### config.mk
export PLATFORM = sky130hd
export DESIGN_NAME = stack_alu_sequencer
export DESIGN_NICKNAME = d
export VERILOG_FILES = /design/src/rtl/stack_alu_pkg.sv /design/src/rtl/stack_alu_sequencer.sv
export SDC_FILE = /design/constraint.sdc
export NUM_CORES = 1
export LEC_CHECK = 0
export CAP_MARGIN = 20
export CORE_ASPECT_RATIO = 1.1
export CORE_MARGIN = 2
export CORE_UTILIZATION = 44
export DETAILED_ROUTE_END_ITERATION = 7
export HOLD_SLACK_MARGIN = 0.1
export PLACE_DENSITY = 0.8
export SLEW_MARGIN = 30
export SYNTH_ARGS = -nofsm -noshare
export SYNTH_HDL_FRONTEND = slang
export SYNTH_SLANG_ARGS = --single-unit
### constraint.sdc
create_clock -name clk -period 3.5 [get_ports clk]
set_input_delay 0.7 -clock clk [delete_from_list [all_inputs] [get_ports clk]]
set_output_delay 0.7 -clock clk [all_outputs]
set_load 0.01 [all_outputs]
### src/rtl/stack_alu_pkg.sv
// Shared definitions for the stack ALU opcode interface and its sequencer.
// Latency: n/a (declarations only).
// Backpressure: n/a.
package stack_alu_pkg;

  // Opcodes understood by the stack ALU.
  localparam logic [2:0] OP_NOP  = 3'b000;
  localparam logic [2:0] OP_ADD  = 3'b100;
  localparam logic [2:0] OP_MUL  = 3'b101;
  localparam logic [2:0] OP_PUSH = 3'b110;
  localparam logic [2:0] OP_POP  = 3'b111;

  // Operator token codes carried in tok_data[1:0]; codes with bit 1 set are illegal.
  localparam logic [1:0] TOK_ADD = 2'b00;
  localparam logic [1:0] TOK_MUL = 2'b01;

  typedef enum logic [1:0] {
    ERR_NONE      = 2'b00,
    ERR_UNDERFLOW = 2'b01,
    ERR_FULL      = 2'b10,
    ERR_UNBAL     = 2'b11
  } err_code_t;

  typedef enum logic [2:0] {
    ST_RUN,
    ST_ISSUE,
    ST_WAIT,
    ST_POP,
    ST_POPWAIT,
    ST_FLUSH,
    ST_DRAIN,
    ST_DONE
  } state_t;

endpackage

### src/rtl/stack_alu_sequencer.sv
// Sequencer turning an RPN token stream into stack ALU opcodes and a final result.
// Latency: opcode 1 cycle after token acceptance, one token per 3 cycles; result 2 cycles after the last op.
// Backpressure: tok_ready low while an op is in flight or a result is held; result held until res_ready.
//
// Ports:
//   clk, rst                      clock, asynchronous active-high reset
//   tok_valid/tok_ready           token handshake; tok_op, tok_data, tok_last describe the token
//   alu_opcode, alu_input_data    registered command to the stack ALU
//   alu_output_data, alu_overflow ALU top-of-stack / popped value and overflow flag
//   res_valid/res_ready           result handshake; res_data, res_ovf, res_err, err_code
module stack_alu_sequencer
  import stack_alu_pkg::*;
#(
  parameter int N     = 32,
  parameter int DEPTH = 8,
  parameter int DW    = $clog2(DEPTH + 1)
) (
  input  logic         clk,
  input  logic         rst,
  input  logic         tok_valid,
  output logic         tok_ready,
  input  logic         tok_op,
  input  logic [N-1:0] tok_data,
  input  logic         tok_last,
  output logic [2:0]   alu_opcode,
  output logic [N-1:0] alu_input_data,
  input  logic [N-1:0] alu_output_data,
  input  logic         alu_overflow,
  output logic         res_valid,
  input  logic         res_ready,
  output logic [N-1:0] res_data,
  output logic         res_ovf,
  output logic         res_err,
  output logic [1:0]   err_code
);

  localparam logic [DW-1:0] DEPTH_MAX = DW'(DEPTH);
  localparam logic [DW-1:0] ONE       = DW'(1);
  localparam logic [DW-1:0] TWO       = DW'(2);

  state_t        state_q, state_d;
  logic [DW-1:0] depth_q, depth_d;
  logic          last_q, last_d;    // tok_last of the most recent accepted token
  logic          arith_q, arith_d;  // issued op was ADD/MUL, so its overflow counts
  logic          ovf_q, ovf_d;      // sticky overflow for the current expression
  err_code_t     err_q, err_d;

  logic [2:0]    opcode_d;
  logic [N-1:0]  in_data_d;
  logic          res_valid_d;
  logic [N-1:0]  res_data_d;
  logic          res_ovf_d;
  logic          res_err_d;

  logic          accept;
  err_code_t     tok_err;
  logic          done_err;

  assign tok_ready = !rst && (state_q == ST_RUN || state_q == ST_DRAIN);
  assign accept    = tok_valid && tok_ready;

  // Classify the presented token against the current stack depth.
  // An illegal operator code is reported as such regardless of depth.
  always_comb begin
    tok_err = ERR_NONE;
    if (!tok_op) begin
      if (depth_q == DEPTH_MAX) tok_err = ERR_FULL;
    end else if (tok_data[1]) begin
      tok_err = ERR_UNBAL;
    end else if (depth_q < TWO) begin
      tok_err = ERR_UNDERFLOW;
    end
  end

  // Error path reaches DONE either straight from FLUSH (erroring token was last)
  // or once the rest of the expression has been drained.
  assign done_err = (state_q == ST_FLUSH && depth_q == '0 && last_q) ||
                    (state_q == ST_DRAIN && accept && tok_last);

  // State register
  always_ff @(posedge clk or posedge rst) begin
    if (rst) state_q <= ST_RUN;
    else     state_q <= state_d;
  end

  // Next-state logic
  always_comb begin
    state_d = state_q;
    unique case (state_q)
      ST_RUN: begin
        if (accept) state_d = (tok_err != ERR_NONE) ? ST_FLUSH : ST_ISSUE;
      end
      ST_ISSUE: state_d = ST_WAIT;
      ST_WAIT: begin
        if (!last_q)            state_d = ST_RUN;
        else if (depth_q == ONE) state_d = ST_POP;
        else                    state_d = ST_FLUSH;
      end
      ST_POP:     state_d = ST_POPWAIT;
      ST_POPWAIT: state_d = ST_DONE;
      ST_FLUSH: begin
        if (depth_q == '0) state_d = last_q ? ST_DONE : ST_DRAIN;
      end
      ST_DRAIN: begin
        if (accept && tok_last) state_d = ST_DONE;
      end
      ST_DONE: begin
        if (res_ready) state_d = ST_RUN;
      end
      default: state_d = ST_RUN;
    endcase
  end

  // Output / datapath next values. The opcode is computed for the state being
  // entered so that each command sits on the bus for exactly that one cycle.
  always_comb begin
    depth_d     = depth_q;
    last_d      = last_q;
    arith_d     = arith_q;
    ovf_d       = ovf_q;
    err_d       = err_q;
    opcode_d    = OP_NOP;
    in_data_d   = alu_input_data;
    res_valid_d = res_valid;
    res_data_d  = res_data;
    res_ovf_d   = res_ovf;
    res_err_d   = res_err;

    unique case (state_q)
      ST_RUN: begin
        if (accept) begin
          last_d = tok_last;
          if (tok_err != ERR_NONE) begin
            err_d = tok_err;
            if (depth_q != '0) opcode_d = OP_POP;
          end else if (!tok_op) begin
            depth_d   = depth_q + ONE;
            opcode_d  = OP_PUSH;
            in_data_d = tok_data;
            arith_d   = 1'b0;
          end else begin
            depth_d  = depth_q - ONE;
            opcode_d = (tok_data[1:0] == TOK_MUL) ? OP_MUL : OP_ADD;
            arith_d  = 1'b1;
          end
        end
      end
      ST_WAIT: begin
        if (arith_q) ovf_d = ovf_q | alu_overflow;
        if (last_q) begin
          if (depth_q == ONE) begin
            opcode_d = OP_POP;
          end else begin
            err_d = ERR_UNBAL;
            if (depth_q != '0) opcode_d = OP_POP;
          end
        end
      end
      ST_POP: depth_d = '0;
      ST_POPWAIT: begin
        res_valid_d = 1'b1;
        res_data_d  = alu_output_data;
        res_ovf_d   = ovf_q;
        res_err_d   = 1'b0;
      end
      ST_FLUSH: begin
        if (depth_q != '0) begin
          depth_d = depth_q - ONE;
          if (depth_q > ONE) opcode_d = OP_POP;
        end
      end
      ST_DONE: begin
        if (res_ready) begin
          res_valid_d = 1'b0;
          res_ovf_d   = 1'b0;
          res_err_d   = 1'b0;
          ovf_d       = 1'b0;
          err_d       = ERR_NONE;
        end
      end
      default: ;
    endcase

    if (done_err) begin
      res_valid_d = 1'b1;
      res_err_d   = 1'b1;
      res_data_d  = '0;
      res_ovf_d   = ovf_q;
    end
  end

  // Datapath and registered outputs
  always_ff @(posedge clk or posedge rst) begin
    if (rst) begin
      depth_q        <= '0;
      last_q         <= 1'b0;
      arith_q        <= 1'b0;
      ovf_q          <= 1'b0;
      err_q          <= ERR_NONE;
      alu_opcode     <= OP_NOP;
      alu_input_data <= '0;
      res_valid      <= 1'b0;
      res_data       <= '0;
      res_ovf        <= 1'b0;
      res_err        <= 1'b0;
    end else begin
      depth_q        <= depth_d;
      last_q         <= last_d;
      arith_q        <= arith_d;
      ovf_q          <= ovf_d;
      err_q          <= err_d;
      alu_opcode     <= opcode_d;
      alu_input_data <= in_data_d;
      res_valid      <= res_valid_d;
      res_data       <= res_data_d;
      res_ovf        <= res_ovf_d;
      res_err        <= res_err_d;
    end
  end

  assign err_code = err_q;

endmodule

==> flow_summary.json, run 1 <==
{
  "worst-path-buf-inv": 2,
  "power.density_nw_per_um2": 785,
  "overflow": 0,
  "r2r_slack_ns": 1.13,
  "grt.total_usage": 0.198,
  "final_common_cell": "clkdlybuf4s50_1",
  "die_h_um": 101,
  "tns_ns": 0,
  "worstSetupStartpointType": "input pin",
  "syn-cell-area_um2": 3730,
  "setup_viol": 0,
  "clock_skew_ns": 0.00682,
  "status": "completed",
  "cts_max_level": 3,
  "place_congestion": 0.896,
  "cts_tree": "yes",
  "clock_sinks": 82,
  "viasPerCell": 5.21,
  "worst_pin_slew_ns": 0.736,
  "start_util": 0.448,
  "hpwl_um": 6610,
  "hold_class": "reg2reg",
  "yosysWarnings": 0,
  "critPathRequiredTime_ns": 2.80,
  "hold_viol_final": 0,
  "criticalPathCategory": "in2out",
  "firstDrtPassIters": 4,
  "ys_types": 44,
  "syn_inst": 353,
  "placed_cell_area_um2": 5260,
  "synth_seq_area_share": 0.550,
  "cellLeakagePower_uw": 0.00238,
  "critPathArrivalTime_ns": 1.94,
  "finalInstanceArea_um2": 5490,
  "ant_nets": 0,
  "worst_setup_path_end_kind": "output port",
  "die_area_um2": 9230,
  "drive_above_1_share": 0.131,
  "critPathMaxFanout": 4,
  "syn_to_final_growth_pct": 47.3,
  "crit_slowest_cell": "clkdlybuf4s50_1",
  "port_buffers": 143,
  "clk-insertion-delay-late_ns": 0.34,
  "syn_avg_cell_area_um2": 10.6,
  "cts_hold_buf": 0,
  "setup_slack_ns": 0.857,
  "vdd_drop_max_mv": 0.412,
  "final_cell_mix": "clkdlybuf4s50_1 (143), dfrtp_1 (82), nand2_1 (76)",
  "grt_pass1_vias": 3147,
  "synth_seq_cells": 82,
  "routed_wl_um": 9000,
  "num_io_pins": 144,
  "insertedDiodeCount": 0,
  "core-area_um2": 8320,
  "period_share": 0.755,
  "wl_per_cell_um": 14.8,
  "drv_cap": 0,
  "crit_top_cell": "clkdlybuf4s50_1",
  "crit_family": "buffers and inverters",
  "root_buffer": "clkbuf_8",
  "grt_first_pass_wirelength_um": 14800,
  "crit_chain": "clkdlybuf4s50_1, nor3_1, clkdlybuf4s50_1",
  "drc": 0,
  "dieWidth_um": 91.8,
  "clk_pin_slew_ns": 0.07,
  "fin_crit_ns": 2.64,
  "grt_start_max_net_pins": 44,
  "num_rows": 35,
  "nets": 567,
  "max_stage_delay_ns": 0.57,
  "cts_setup_buffers": 0,
  "dp_slack_ns": 0.573,
  "antenna_found_initial": 0,
  "vias": 3166,
  "fmax_ghz": 0.378,
  "cts_resized": 0,
  "rsz0062_at_grt": "no",
  "clock_path_buffers": 2,
  "slew_violations": 0,
  "numCtsBuffers": 9,
  "drt_iter0_drc": 173,
  "synth_nets": 427,
  "relSlewSlack": 0.508
}
through the flow:
stage / hold slack (ns) / utilization / instances / power, uW
final: 0.495 / 0.660 / 608 / 4310
after global placement: 0.468 / 0.632 / 593 / 3490
after global routing: 0.517 / 0.660 / 608 / 4620
after CTS: 0.502 / 0.660 / 608 / 4360
after floorplan: 0.462 / - / 353 / 2590
after detailed placement: 0.485 / 0.632 / 593 / 3550
worst reg2reg max path, cell delays in order, from the launching register on:
cell,delay [ns]
dfrtp_1,0.46
inv_1,0.11
ha_1,0.25
and4bb_2,0.29
a221oi_4,0.34
a221oi_2,0.19
or3_1,0.41
a221oi_2,0.24
cells by family after synthesis:
family,Yosys count,synth area share
mux,35,0.106
fa+ha+maj,3,0.0101
flops,82,0.550
simple gates,125,0.161
buf+inv,28,0.0372
compound gates,79,0.133
xor+xnor,1,0.00235
worst paths after layout:
| check | startpoint | end | cells after the start |
|---|---|---|---|
| min in group asynchronous | rst | state_q[0] | 2 |
| setup reg to reg | depth_q[1] | depth_q[3] | 7 |
| hold reg to reg | alu_input_data[23] | alu_input_data[23] | 1 |
| setup / recovery | rst | tok_ready | 3 |
| hold / removal | alu_input_data[23] | alu_input_data[23] | 1 |
| max in group asynchronous | rst | res_err | 3 |
area by class of cell:
cell class	count	area [um2]
repair buffers	151	1500
inverters	6	23.8
multi-input cells	243	1540
fillers	677	2830
well taps	111	139
flip-flops and latches	82	2050
clock buffers	10	128
clock inverters	5	104
routing by layer:
layer / routed length, um / up-vias / GRT usage
li1: - / 1505 / -
met1: 3790 / 1532 / 0.248
met2: 4440 / 119 / 0.337
met3: 617 / 10 / 0.0531
met4: 150 / 0 / 0.0608
met5: 0 / - / 0
where the power goes:
group | leakage, uW | internal, uW | switching, uW
combinational | 0.00121 | 1040 | 889
sequential | 0.00105 | 1320 | 271
clock | 0.000116 | 471 | 322
synthesized netlist by cell type, drive strengths merged:
master,instances,share of area
o22ai,1,0.0017
buf,10,0.019
nor3b,3,0.0060
clkbuf,12,0.012
nand3,5,0.0067
a221o,1,0.0027
dfrtp,82,0.55
nor4,1,0.0057
a31oi,1,0.0017
a21boi,2,0.0040
or3,5,0.0084
nor2b,6,0.010
o31ai,3,0.0060
xor2,1,0.0023
a211o,1,0.0023
nor3,4,0.0054
or4b,1,0.0037
nand2b,5,0.0084
inv,6,0.0060
a22oi,3,0.0060
a31o,1,0.0023
nand2,76,0.077
mux2,35,0.11
ha,3,0.010
o21ai,14,0.019
and3b,1,0.0023
a22o,1,0.0023
o211ai,2,0.0040
a21oi,41,0.055
a221oi,3,0.015
o22a,1,0.0023
o21a,2,0.0040
o32ai,1,0.0023
and4bb,1,0.0034
nor2,14,0.018
and4b,1,0.0027
o221ai,1,0.0023
nand4,2,0.0034
state kept, by name, indices dropped and copies added, names as in the netlist:
signal	count
ovf_q	1
depth_q	4
res_ovf	1
err_code	2
state_q	3
arith_q	1
alu_input_data	32
last_q	1
alu_opcode	3
res_valid	1
res_data	32
res_err	1
Power figures use the tool's default switching activity.
==> run 2: changes to the inputs <==
- clock period: 3.5 -> 2.7 ns (I/O delays scaled with it)
==> flow_summary.json, run 2 (synthesis results as in run 1) <==
{
  "clock_sinks": 82,
  "crit_family": "flip-flops",
  "setup_viol": 0,
  "firstDrtPassIters": 4,
  "viasPerCell": 5.25,
  "crit_chain": "xor2_1, nor3_1, clkdlybuf4s50_1",
  "drv_cap": 0,
  "critPathArrivalTime_ns": 1.91,
  "worst_setup_path_end_kind": "output port",
  "fin_crit_ns": 2.45,
  "vias": 3236,
  "grt.total_usage": 0.209,
  "root_buffer": "clkbuf_8",
  "final_common_cell": "clkdlybuf4s50_1",
  "antenna_found_initial": 0,
  "syn_to_final_growth_pct": 48.4,
  "cts_max_level": 3,
  "grt_pass1_vias": 3114,
  "die_h_um": 101,
  "criticalPathCategory": "reg2out",
  "finalInstanceArea_um2": 5530,
  "hpwl_um": 6720,
  "routed_wl_um": 9410,
  "worstSetupStartpointType": "register",
  "critPathMaxFanout": 16,
  "num_rows": 35,
  "power.density_nw_per_um2": 991,
  "die_area_um2": 9230,
  "max_stage_delay_ns": 0.63,
  "status": "completed",
  "fmax_ghz": 0.409,
  "start_util": 0.448,
  "vdd_drop_max_mv": 0.491,
  "overflow": 0,
  "tns_ns": 0,
  "setup_slack_ns": 0.254,
  "clock_path_buffers": 2,
  "clock_skew_ns": 0.00903,
  "dieWidth_um": 91.8,
  "worst-path-buf-inv": 1,
  "drive_above_1_share": 0.145,
  "finalPower_uw": 5480,
  "critPathRequiredTime_ns": 2.16,
  "numCtsBuffers": 9,
  "port_buffers": 143,
  "cellLeakagePower_uw": 0.00238,
  "slew_violations": 0,
  "ant_nets": 0,
  "cts_hold_buf": 0,
  "nets": 574,
  "wl_per_cell_um": 15.3,
  "rsz0062_at_grt": "no",
  "grt_start_max_net_pins": 46,
  "clk-insertion-delay-late_ns": 0.35,
  "num_io_pins": 144,
  "insertedDiodeCount": 0,
  "place_congestion": 0.881,
  "utilization": 0.665,
  "cts_resized": 0,
  "crit_slowest_cell": "dfrtp_1",
  "relSlewSlack": 0.665,
  "cts_setup_buffers": 0,
  "clk_pin_slew_ns": 0.08,
  "fill_cells": 684,
  "core-area_um2": 8320,
  "grt_first_pass_wirelength_um": 15300,
  "drc": 0,
  "worst_pin_slew_ns": 0.501,
  "period_share": 0.906,
  "hold_viol_final": 0,
  "reg_top3": "alu_input_data x32, res_data x32, depth_q x4",
  "cts_tree": "yes",
  "placed_cell_area_um2": 5350,
  "drt_iter0_drc": 201,
  "dp_slack_ns": 0.0700,
  "hold_class": "reg2reg",
  "final_cell_mix": "clkdlybuf4s50_1 (143), dfrtp_1 (82), nand2_1 (76)"
}
## run 2: final cells by class
type	count	area, um2	share of cell area
sequential	82	2050	0.371
timing repair buffer	158	1590	0.288
multi-input combinational	243	1540	0.279
clock buffer	11	141	0.0256
tap	111	139	0.0251
clock inverter	5	38.8	0.00701
inverter	6	23.8	0.00430
## run 2: final timing paths
| path | cells after the start | start | endpoint | slack [ns] |
|---|---|---|---|---|
| max | 3 | state_q[1] | tok_ready | 0.25 |
| min | 1 | alu_input_data[23] | alu_input_data[23] | 0.50 |
| max reg2reg | 8 | depth_q[1] | depth_q[3] | 0.43 |
| min reg2reg | 1 | alu_input_data[23] | alu_input_data[23] | 0.50 |
| max in group asynchronous | 4 | rst | alu_input_data[23] | 1.51 |
| min in group asynchronous | 3 | rst | res_data[2] | 0.62 |
## run 2: metrics by stage
stage / hold WS [ns] / instances
final: 0.498 / 616
after global routing: 0.511 / 616
after CTS: 0.501 / 616
after detailed placement: 0.479 / 600
after global placement: 0.471 / 600
after floorplan: 0.462 / 353
## run 2: report_power, final
part / switching (uW) / internal, uW / leakage (uW)
combinational: 1210 / 1410 / 0.00125
clock: 460 / 363 / 0.0000782
sequential: 327 / 1710 / 0.00105
## run 2: routing by layer
layer | GRT usage | wire length, um | part of all wire
met1 | 0.271 | 3950 | 0.42
met2 | 0.344 | 4680 | 0.50
met3 | 0.0486 | 608 | 0.065
met4 | 0.0758 | 179 | 0.019
met5 | 0 | 0 | 0
